File: config.mk
export PLATFORM = sky130hd
export DESIGN_NAME = ks_envelope
export DESIGN_NICKNAME = d
export VERILOG_FILES = /design/src/rtl/ks_envelope.sv
export SDC_FILE = /design/constraint.sdc
export NUM_CORES = 1
export LEC_CHECK = 0
export CAP_MARGIN = 20
export CORE_MARGIN = 1
export CORE_UTILIZATION = 37
export CTS_BUF_LIST = sky130_fd_sc_hd__clkbuf_4 sky130_fd_sc_hd__clkbuf_8 sky130_fd_sc_hd__clkbuf_16
export CTS_CLUSTER_DIAMETER = 100
export CTS_CLUSTER_SIZE = 12
export DETAILED_ROUTE_END_ITERATION = 10
export PLACE_DENSITY = 0.65
export SETUP_SLACK_MARGIN = 0.05
export SYNTH_ARGS = -nofsm -noshare
export SYNTH_HDL_FRONTEND = slang
export SYNTH_SLANG_ARGS = --single-unit
File: constraint.sdc
create_clock -name lrck -period 7.9 [get_ports lrck]
set_input_delay 1.58 -clock lrck [delete_from_list [all_inputs] [get_ports lrck]]
set_output_delay 1.58 -clock lrck [all_outputs]
set_load 0.05 [all_outputs]
File: src/rtl/ks_envelope.sv
// ks_envelope: AHDSR-style amplitude envelope for a plucked-string voice.
// The envelope advances one step per sample (rising edge of lrck). A rising
// gate plucks the note into ATTACK. Dropping the gate releases the note.
// Optional build macro KS_ENV_RETRIGGER_EN: when defined, a gate rise restarts
// ATTACK from any state. When undefined, a rise is honoured only in IDLE or
// RELEASE.
module ks_envelope #(
    parameter int HOLD_W = 12
) (
    input  logic              lrck,
    input  logic              rst,
    input  logic              gate,
    input  logic [9:0]        attack_step,
    input  logic [HOLD_W-1:0] hold_len,
    input  logic [3:0]        decay_shift,
    input  logic [9:0]        sustain,
    input  logic [3:0]        release_shift,
    output logic [9:0]        volume,
    output logic [2:0]        state,
    output logic              active
);

    typedef enum logic [2:0] {
        ST_IDLE    = 3'd0,
        ST_ATTACK  = 3'd1,
        ST_HOLD    = 3'd2,
        ST_DECAY   = 3'd3,
        ST_SUSTAIN = 3'd4,
        ST_RELEASE = 3'd5
    } state_e;

    localparam logic [9:0]        VOL_MAX = 10'd1023;
    localparam logic [HOLD_W-1:0] CNT_ONE = HOLD_W'(1);

    state_e            state_q, state_d;
    logic [9:0]        vol_q, vol_d;
    logic              gate_q;
    logic [HOLD_W-1:0] cnt_q, cnt_d;

    logic        st_bad;
    logic        rise;
    logic        rise_ok;
    logic        rel_req;
    logic [10:0] attack_sum;
    logic        attack_sat;
    logic [10:0] decay_d;
    logic [11:0] decay_lim;
    logic        decay_hit;
    logic [10:0] rel_r;
    logic        rel_hit;

    // Codes 6 and 7 are unreachable. If they appear anyway, they fall back to IDLE.
    assign st_bad = (state_q[2:1] == 2'b11);
    assign rise   = gate && !gate_q;

`ifdef KS_ENV_RETRIGGER_EN
    assign rise_ok = rise;
`else
    assign rise_ok = rise && (state_q == ST_IDLE || state_q == ST_RELEASE);
`endif

    // A low gate releases any sounding phase. IDLE and RELEASE are excluded.
    assign rel_req = !gate && (state_q == ST_ATTACK || state_q == ST_HOLD ||
                               state_q == ST_DECAY  || state_q == ST_SUSTAIN);

    // The arithmetic is widened so that no step can wrap past 0, sustain or full scale.
    assign attack_sum = {1'b0, vol_q} + {1'b0, attack_step} + 11'd1;
    assign attack_sat = (attack_sum >= 11'd1023);
    assign decay_d    = {1'b0, vol_q >> decay_shift} + 11'd1;
    assign decay_lim  = {2'b00, sustain} + {1'b0, decay_d};
    assign decay_hit  = ({2'b00, vol_q} <= decay_lim);
    assign rel_r      = {1'b0, vol_q >> release_shift} + 11'd1;
    assign rel_hit    = ({1'b0, vol_q} <= rel_r);

    // State register, hold counter, volume register and gate history.
    always_ff @(posedge lrck) begin
        // NOTE: Sequential state uses non-blocking assignments. Every flop then
        // samples the values from before the edge, regardless of statement order.
        if (rst) begin
            state_q <= ST_IDLE;
            vol_q   <= '0;
            gate_q  <= 1'b0;
            cnt_q   <= '0;
        end else begin
            state_q <= state_d;
            vol_q   <= vol_d;
            gate_q  <= gate;
            cnt_q   <= cnt_d;
        end
    end

    // Next-state and hold-counter logic. Priority: accepted rise, then release, then normal progression.
    always_comb begin
        // NOTE: Each signal gets a default before any branch. A missed path then holds
        // the current value instead of inferring a latch.
        state_d = state_q;
        cnt_d   = cnt_q;
        if (st_bad) begin
            state_d = ST_IDLE;
        end else if (rise_ok) begin
            state_d = ST_ATTACK;
        end else if (rel_req) begin
            state_d = ST_RELEASE;
        end else begin
            case (state_q)
                ST_ATTACK: begin
                    if (attack_sat) begin
                        if (hold_len == '0) begin
                            state_d = ST_DECAY;
                        end else begin
                            state_d = ST_HOLD;
                            cnt_d   = hold_len;
                        end
                    end
                end
                ST_HOLD: begin
                    if (cnt_q != '0) cnt_d = cnt_q - CNT_ONE;
                    if (cnt_q <= CNT_ONE) state_d = ST_DECAY;
                end
                ST_DECAY: begin
                    if (decay_hit) state_d = (sustain == '0) ? ST_IDLE : ST_SUSTAIN;
                end
                ST_SUSTAIN: begin
                    if (sustain == '0) state_d = ST_IDLE;
                end
                ST_RELEASE: begin
                    if (rel_hit) state_d = ST_IDLE;
                end
                default: state_d = ST_IDLE;
            endcase
        end
    end

    // Next volume. A rise or a release keeps the current level for that sample.
    always_comb begin
        vol_d = vol_q;
        if (st_bad) begin
            vol_d = '0;
        end else if (!rise_ok && !rel_req) begin
            case (state_q)
                ST_ATTACK:  vol_d = attack_sat ? VOL_MAX : attack_sum[9:0];
                ST_HOLD:    vol_d = VOL_MAX;
                ST_DECAY:   vol_d = decay_hit ? sustain : (vol_q - decay_d[9:0]);
                ST_SUSTAIN: vol_d = sustain;
                ST_RELEASE: vol_d = rel_hit ? 10'd0 : (vol_q - rel_r[9:0]);
                default:    vol_d = '0;
            endcase
        end
    end

    assign volume = vol_q;
    assign state  = state_q;
    assign active = (state_q != ST_IDLE);

endmodule

==> results of run 1 <==
-- cells by family (layout without fill, tap and decap cells) --
family | after synthesis | after routing | synth area share (%)
fa+ha+maj | 59 | 59 | 15.4
mux | 43 | 43 | 11.1
simple gates | 241 | 241 | 24.1
xor+xnor | 38 | 38 | 6.68
flops | 26 | 26 | 10.5
compound gates | 192 | 192 | 26.7
buf+inv | 66 | 106 | 5.55
-- metrics by stage --
stage	cells	setup WS [ns]	area, um^2
3_3_place_gp	877	0.319	5690
4_1_cts	881	0.492	5790
2_1_floorplan	665	1.21	4980
5_1_grt	881	0.0730	5810
3_5_place_dp	877	0.230	5690
6_report	881	0.576	5810
-- power by group --
group	switching [uW]	internal [uW]	leakage, uW
Sequential	20.3	136	0.000210
Combinational	183	138	0.00222
Clock	51.6	101	0.0000511
-- cells in the final DEF (no fill, tap or decap), types with 13 or more instances in the layout --
cell / synthesis / layout
a21o_1: 13 / 13
a21oi_1: 42 / 42
clkdlybuf4s50_1: 0 / 54
dfxtp_1: 26 / 26
ha_1: 55 / 55
inv_1: 37 / 37
mux2i_1: 22 / 22
nand2_1: 59 / 59
nand3_1: 13 / 13
nor2_1: 66 / 66
nor2b_1: 17 / 17
nor3_1: 14 / 13
o21ai_0: 30 / 29
xnor2_1: 13 / 13
xor2_1: 25 / 25
-- sequential cells by signal, summed over array words and instances, names as in the netlist --
signal and flops:
volume 10, cnt_q 12, gate_q 1, state 3
-- layer usage --
metal  vias up  global-route usage (%)  share of wire, %
li1       2570                       -                 -
met5         -                       0                 0
met4         0                    4.73               1.2
met2       186                    35.8                46
met1      2502                    30.6                47
met3        13                    1.41               5.1
-- critical path: cells and delay by family --
family	cells	cell delay (ns)
mux	1	0.34
xor+xnor	2	0.28
compound gates	10	1.98
fa+ha+maj	3	0.75
buf+inv	4	1.07
simple gates	7	1.52
-- cell type report --
cell class / instances / area share [%]
Timing Repair Buffer: 64 / 10.8
Clock inverter: 1 / 0.517
Inverter: 38 / 2.46
Sequential cell: 26 / 8.96
Tap cell: 176 / 3.79
Multi-Input combinational cell: 573 / 72.2
Clock buffer: 3 / 1.29
-- cell usage after synthesis, types with 14 or more instances --
cell type | number | area share (%)
mux2i_1 | 22 | 4.4
a21oi_1 | 42 | 4.2
dfxtp_1 | 26 | 10
nand2_1 | 59 | 4.4
nor3_1 | 14 | 1.4
inv_1 | 37 | 2.8
clkbuf_1 | 16 | 1.2
xor2_1 | 25 | 4.4
nor2_1 | 66 | 5.0
o21ai_0 | 30 | 3.0
nor2b_1 | 17 | 2.1
ha_1 | 55 | 14
-- final timing paths --
path | startpoint | end | cells after the start
setup / recovery | decay_shift[1] | state[2]$_SDFFE_PP0P_ | 27
hold / removal | cnt_q[3]$_SDFFE_PP0P_ | cnt_q[3]$_SDFFE_PP0P_ | 2
setup reg to reg | volume[7]$_SDFFE_PP0P_ | state[2]$_SDFFE_PP0P_ | 25
hold reg to reg | cnt_q[3]$_SDFFE_PP0P_ | cnt_q[3]$_SDFFE_PP0P_ | 2
-- timing repair --
action                     4_1_cts  5_1_grt
hold endpoints to repair         0        0
gates resized for setup          0        5
setup endpoints to repair        0       11
==> flow_metrics.tcl, run 1 <==
set metrics [dict create \
    status "finished, final reports clean" \
    critPathRequiredTime_ns 8.10 \
    syn_area_um2 4980 \
    n_antenna_cell 0 \
    synth_cell_type_count 70 \
    end_kind "flop" \
    grt_pass1_wl_um 25100 \
    die_x_um 118 \
    final-max-slew-violation-count 0 \
    firstDrtPassIters 5 \
    portBuffers 56 \
    fmax_mhz 137 \
    synth-seq-cells 26 \
    worst_slew_pin_slew_ns 0.916 \
    nFillCells 1312 \
    reg2reg_slack_ns 1.78 \
    grt_start_max_net_pins 24 \
    arrival_ns 7.53 \
    crit_top_cell "ha_1" \
    layout.nets 808 \
    avgSynthCellArea_um2 7.49 \
    post_cts_buffers 0 \
    fp.dieH_um 118 \
    ys.flop_type "dfxtp_1" \
    clock-sinks 26 \
    clock_skew_ns 0.00899 \
    core_area_um2 13200 \
    hp-class "reg2reg" \
    finalPower_uw 629 \
    utilization_pct 44.0 \
    place.gp.congestion 0.897 \
    ys_async_sr_fraction_pct 0 \
    yosysSeqAreaShare_pct 10.5 \
    placementRows 42 \
    finalSetupViolCount 0 \
    via_count 5271 \
    first_iter_violations 480 \
    clk_root_buffer_cell "clkbuf_16" \
    synthCells 665 \
    regArea_um2 520 \
    ctsHoldBuffers 0 \
    crit_type "in2reg" \
    p_leak_uw 0.00248 \
    multiInputGateArea_um2 4190 \
    overflow 0 \
    cts_buffers 3 \
    initial_core_util_pct 37.8 \
    antenna_found_initial 0 \
    worstSetupStartpointType "input pin" \
    hold_viol 0 \
    fin_hold_ws_ns 0.515 \
    cap_violations 0 \
    fp.dieArea_um2 13900 \
    routedWlPerCell_um 17.5 \
    max-slew-margin-rel_pct 38.5 \
    cts_tree "done" \
    synth_edf_count 0 \
    dp_hpwl_um 12000 \
    critPathMaxFanout 12 \
    clkTransAtPathRegs_ns 0.08 \
    ctsLongestPathBuffers 2 \
    io_pins 57 \
    wl_um 15400 \
    p_per_area_nw_per_um2 108 \
    period_needed_ns 7.32 \
    grt_pass1_vias 4939 \
    ir_drop_v 0.0000861 \
    remaining_drc_errors 0 \
    synthToLayoutAreaGrowth_pct 16.6 \
    layout-drive-gt1-share_pct 7.38 \
    rsz0062_at_grt "false" \
    slowest_stage "clkdlybuf4s50_1" \
    via_per_inst 5.98 \
    grtUsageTotal_pct 21.7 \
    max_stage_delay_ns 0.57 \
    clk_latency_ns 0.27 \
    fin_crit_sh_pct 92.7 \
    syn_nets 767 \
    tns_ns 0 \
    h-tree-depth 1 \
    ant_nets 0 \
    yosys_warnings 0 \
]
Power figures use the tool's default switching activity.
==> inputs of run 2 (changes only) <==
==> constraint.sdc (replaced) <==
create_clock -name lrck -period 8.8 [get_ports lrck]
set_input_delay 1.76 -clock lrck [delete_from_list [all_inputs] [get_ports lrck]]
set_output_delay 1.76 -clock lrck [all_outputs]
set_load 0.05 [all_outputs]
==> flow_metrics.tcl, run 2 (synthesis gave the netlist of run 1 again) <==
set metrics [dict create \
    regMostFlops "cnt_q" \
    grt_pass1_wl_um 25100 \
    p_clk_share_pct 24.3 \
    via_per_inst 6.05 \
    hold_viol 0 \
    final-max-slew-violation-count 0 \
    worst_slew_pin_slew_ns 0.891 \
    status "finished, final reports clean" \
    p_per_area_nw_per_um2 98.0 \
    first_iter_violations 456 \
    fin_hold_ws_ns 0.513 \
    layout_common_cells "66 x nor2_1, 59 x nand2_1, 56 x clkdlybuf4s50_1" \
    grt_start_max_net_pins 24 \
    dp_hpwl_um 12200 \
    antenna_found_initial 0 \
    tns_ns 0 \
    swShare_pct 40.7 \
    ir_drop_v 0.0000626 \
    synthToLayoutAreaGrowth_pct 16.2 \
    crit_top_cell "ha_1" \
    clkTransAtPathRegs_ns 0.08 \
    dp_cells 875 \
    clock_skew_ns 0.0110 \
    arrival_ns 8.22 \
    place.gp.congestion 0.943 \
    slowest_stage "clkdlybuf4s50_1" \
    switchingPower_uw 231 \
    crit_type "in2reg" \
    busiest_layer "met2" \
    grt_util_met3_pct 1.11 \
    instances_no_fill 879 \
    cts_tree "done" \
    max_stage_delay_ns 0.72 \
    via_count 5315 \
    fin_crit_sh_pct 91.8 \
    die_x_um 118 \
    initial_core_util_pct 37.8 \
    io_pins 57 \
    setup_slack_ns 0.720 \
    fp.dieH_um 118 \
    p_leak_uw 0.00245 \
    critPathMaxFanout 13 \
    layout-drive-gt1-share_pct 6.83 \
    period_needed_ns 8.08 \
    path_cells "clkdlybuf4s50_1, nor3b_1, a22oi_1, nand2_1, ha_1, inv_1, a211o_2, or2_2, xor2_1, ha_1, or3_1, o311ai_0, nand2b_1, a21oi_1, xor2_1, ha_1, a211oi_1, o21ai_0, o21ai_0, nor4bb_1, a31oi_4, mux2_2, a22oi_1, nand2_1" \
    critPathRequiredTime_ns 8.94 \
    cap_violations 0 \
    rsz0062_at_grt "false" \
    end_kind "flop" \
    fmax_mhz 124 \
    clk_root_buffer_cell "clkbuf_16" \
    overflow 0 \
    worstSetupStartpointType "input pin" \
    combPwrFrac_pct 51.3 \
    fp.dieArea_um2 13900 \
    ctsLongestPathBuffers 2 \
    cts_buffers 3 \
    max-slew-margin-rel_pct 40.1 \
    grt_use_met2_pct 35.6 \
    ant_nets 0 \
    largest_reg_flops 12 \
    placementRows 42 \
    clk_latency_ns 0.27 \
    remaining_drc_errors 0 \
    grt_pass1_vias 4958 \
    clock-sinks 26 \
    met1_usage_pct 31.5 \
    sequentialPowerShare_pct 24.4 \
    finalSetupViolCount 0 \
    place_ws_ns 0.377 \
    n_antenna_cell 0 \
    layout.nets 806 \
    wl_um 15700 \
    p_int_uw 337 \
    portBuffers 56 \
    hp-class "reg2reg" \
    core_area_um2 13200 \
    h-tree-depth 1 \
    grtUsageTotal_pct 21.9 \
    firstDrtPassIters 5 \
    mostFrequentLayoutCell "nor2_1" \
    routedWlPerCell_um 17.9 \
]
run 2: cell types whose count changed in the layout (fill, tap and decap cells not counted), sizes merged:
cell           previous run  this run
buf                       8         6
dlymetal6s2s              2         0
clkdlybuf4s50            54        56
run 2: final timing paths:
kind	start	endpoint	cells past startpoint	slack (ns)
worst min-delay path	cnt_q[3]$_SDFFE_PP0P_	cnt_q[3]$_SDFFE_PP0P_	2	0.51
worst max-delay path	decay_shift[0]	volume[5]$_SDFFE_PP0P_	24	0.72
worst min register to register	cnt_q[3]$_SDFFE_PP0P_	cnt_q[3]$_SDFFE_PP0P_	2	0.51
worst max register to register	volume[9]$_SDFFE_PP0P_	volume[5]$_SDFFE_PP0P_	23	2.23
run 2: through the flow:
stage          util [%]  total power (uW)  area, um^2
6_report           43.9               567        5790
5_1_grt            43.9               600        5790
3_3_place_gp       43.0               422        5670
3_5_place_dp       43.0               426        5670
4_1_cts            43.8               562        5780
2_1_floorplan         -               339        4980
run 2: area by class of cell:
class                           instances  area [um^2]
Fill cell                            1338         7400
Multi-Input combinational cell        573         4190
Timing Repair Buffer                   62          606
Sequential cell                        26          520
Tap cell                              176          220
Inverter                               38          143
Clock buffer                            3         75.1
Clock inverter                          1         30.0
run 2: worst max-delay path: cells and delay by family:
family	cells	cell delay [ns]
adders and majority gates	3	0.72
and+or+nand+nor	7	1.79
xor gates and xnor gates	2	0.37
AOI/OAI and AO/OA	9	2.40
muxes	1	0.39
buffers and inverters	2	0.77
run 2: power groups by stage:
| stage | registers, uW | clock network [uW] | logic [uW] |
|---|---|---|---|
| after floorplan | 145 | 0 | 194 |
| after global placement | 141 | 0 | 281 |
| after detailed placement | 141 | 0 | 285 |
| after CTS | 138 | 137 | 287 |
| after global routing | 139 | 143 | 318 |
| final | 138 | 138 | 291 |
run 2: what timing repair did:
item,4_1_cts,5_1_grt
setup buffers,0,0
endpoints found under the hold margin,0,0
resized for setup,0,1
hold buffers,0,0
setup endpoints to repair,0,1
run 2: layer usage:
metal / wire length [um] / part of all wire, %
met2: 7110 / 45
met4: 204 / 1.3
met3: 948 / 6.0
met1: 7430 / 47
met5: 0 / 0
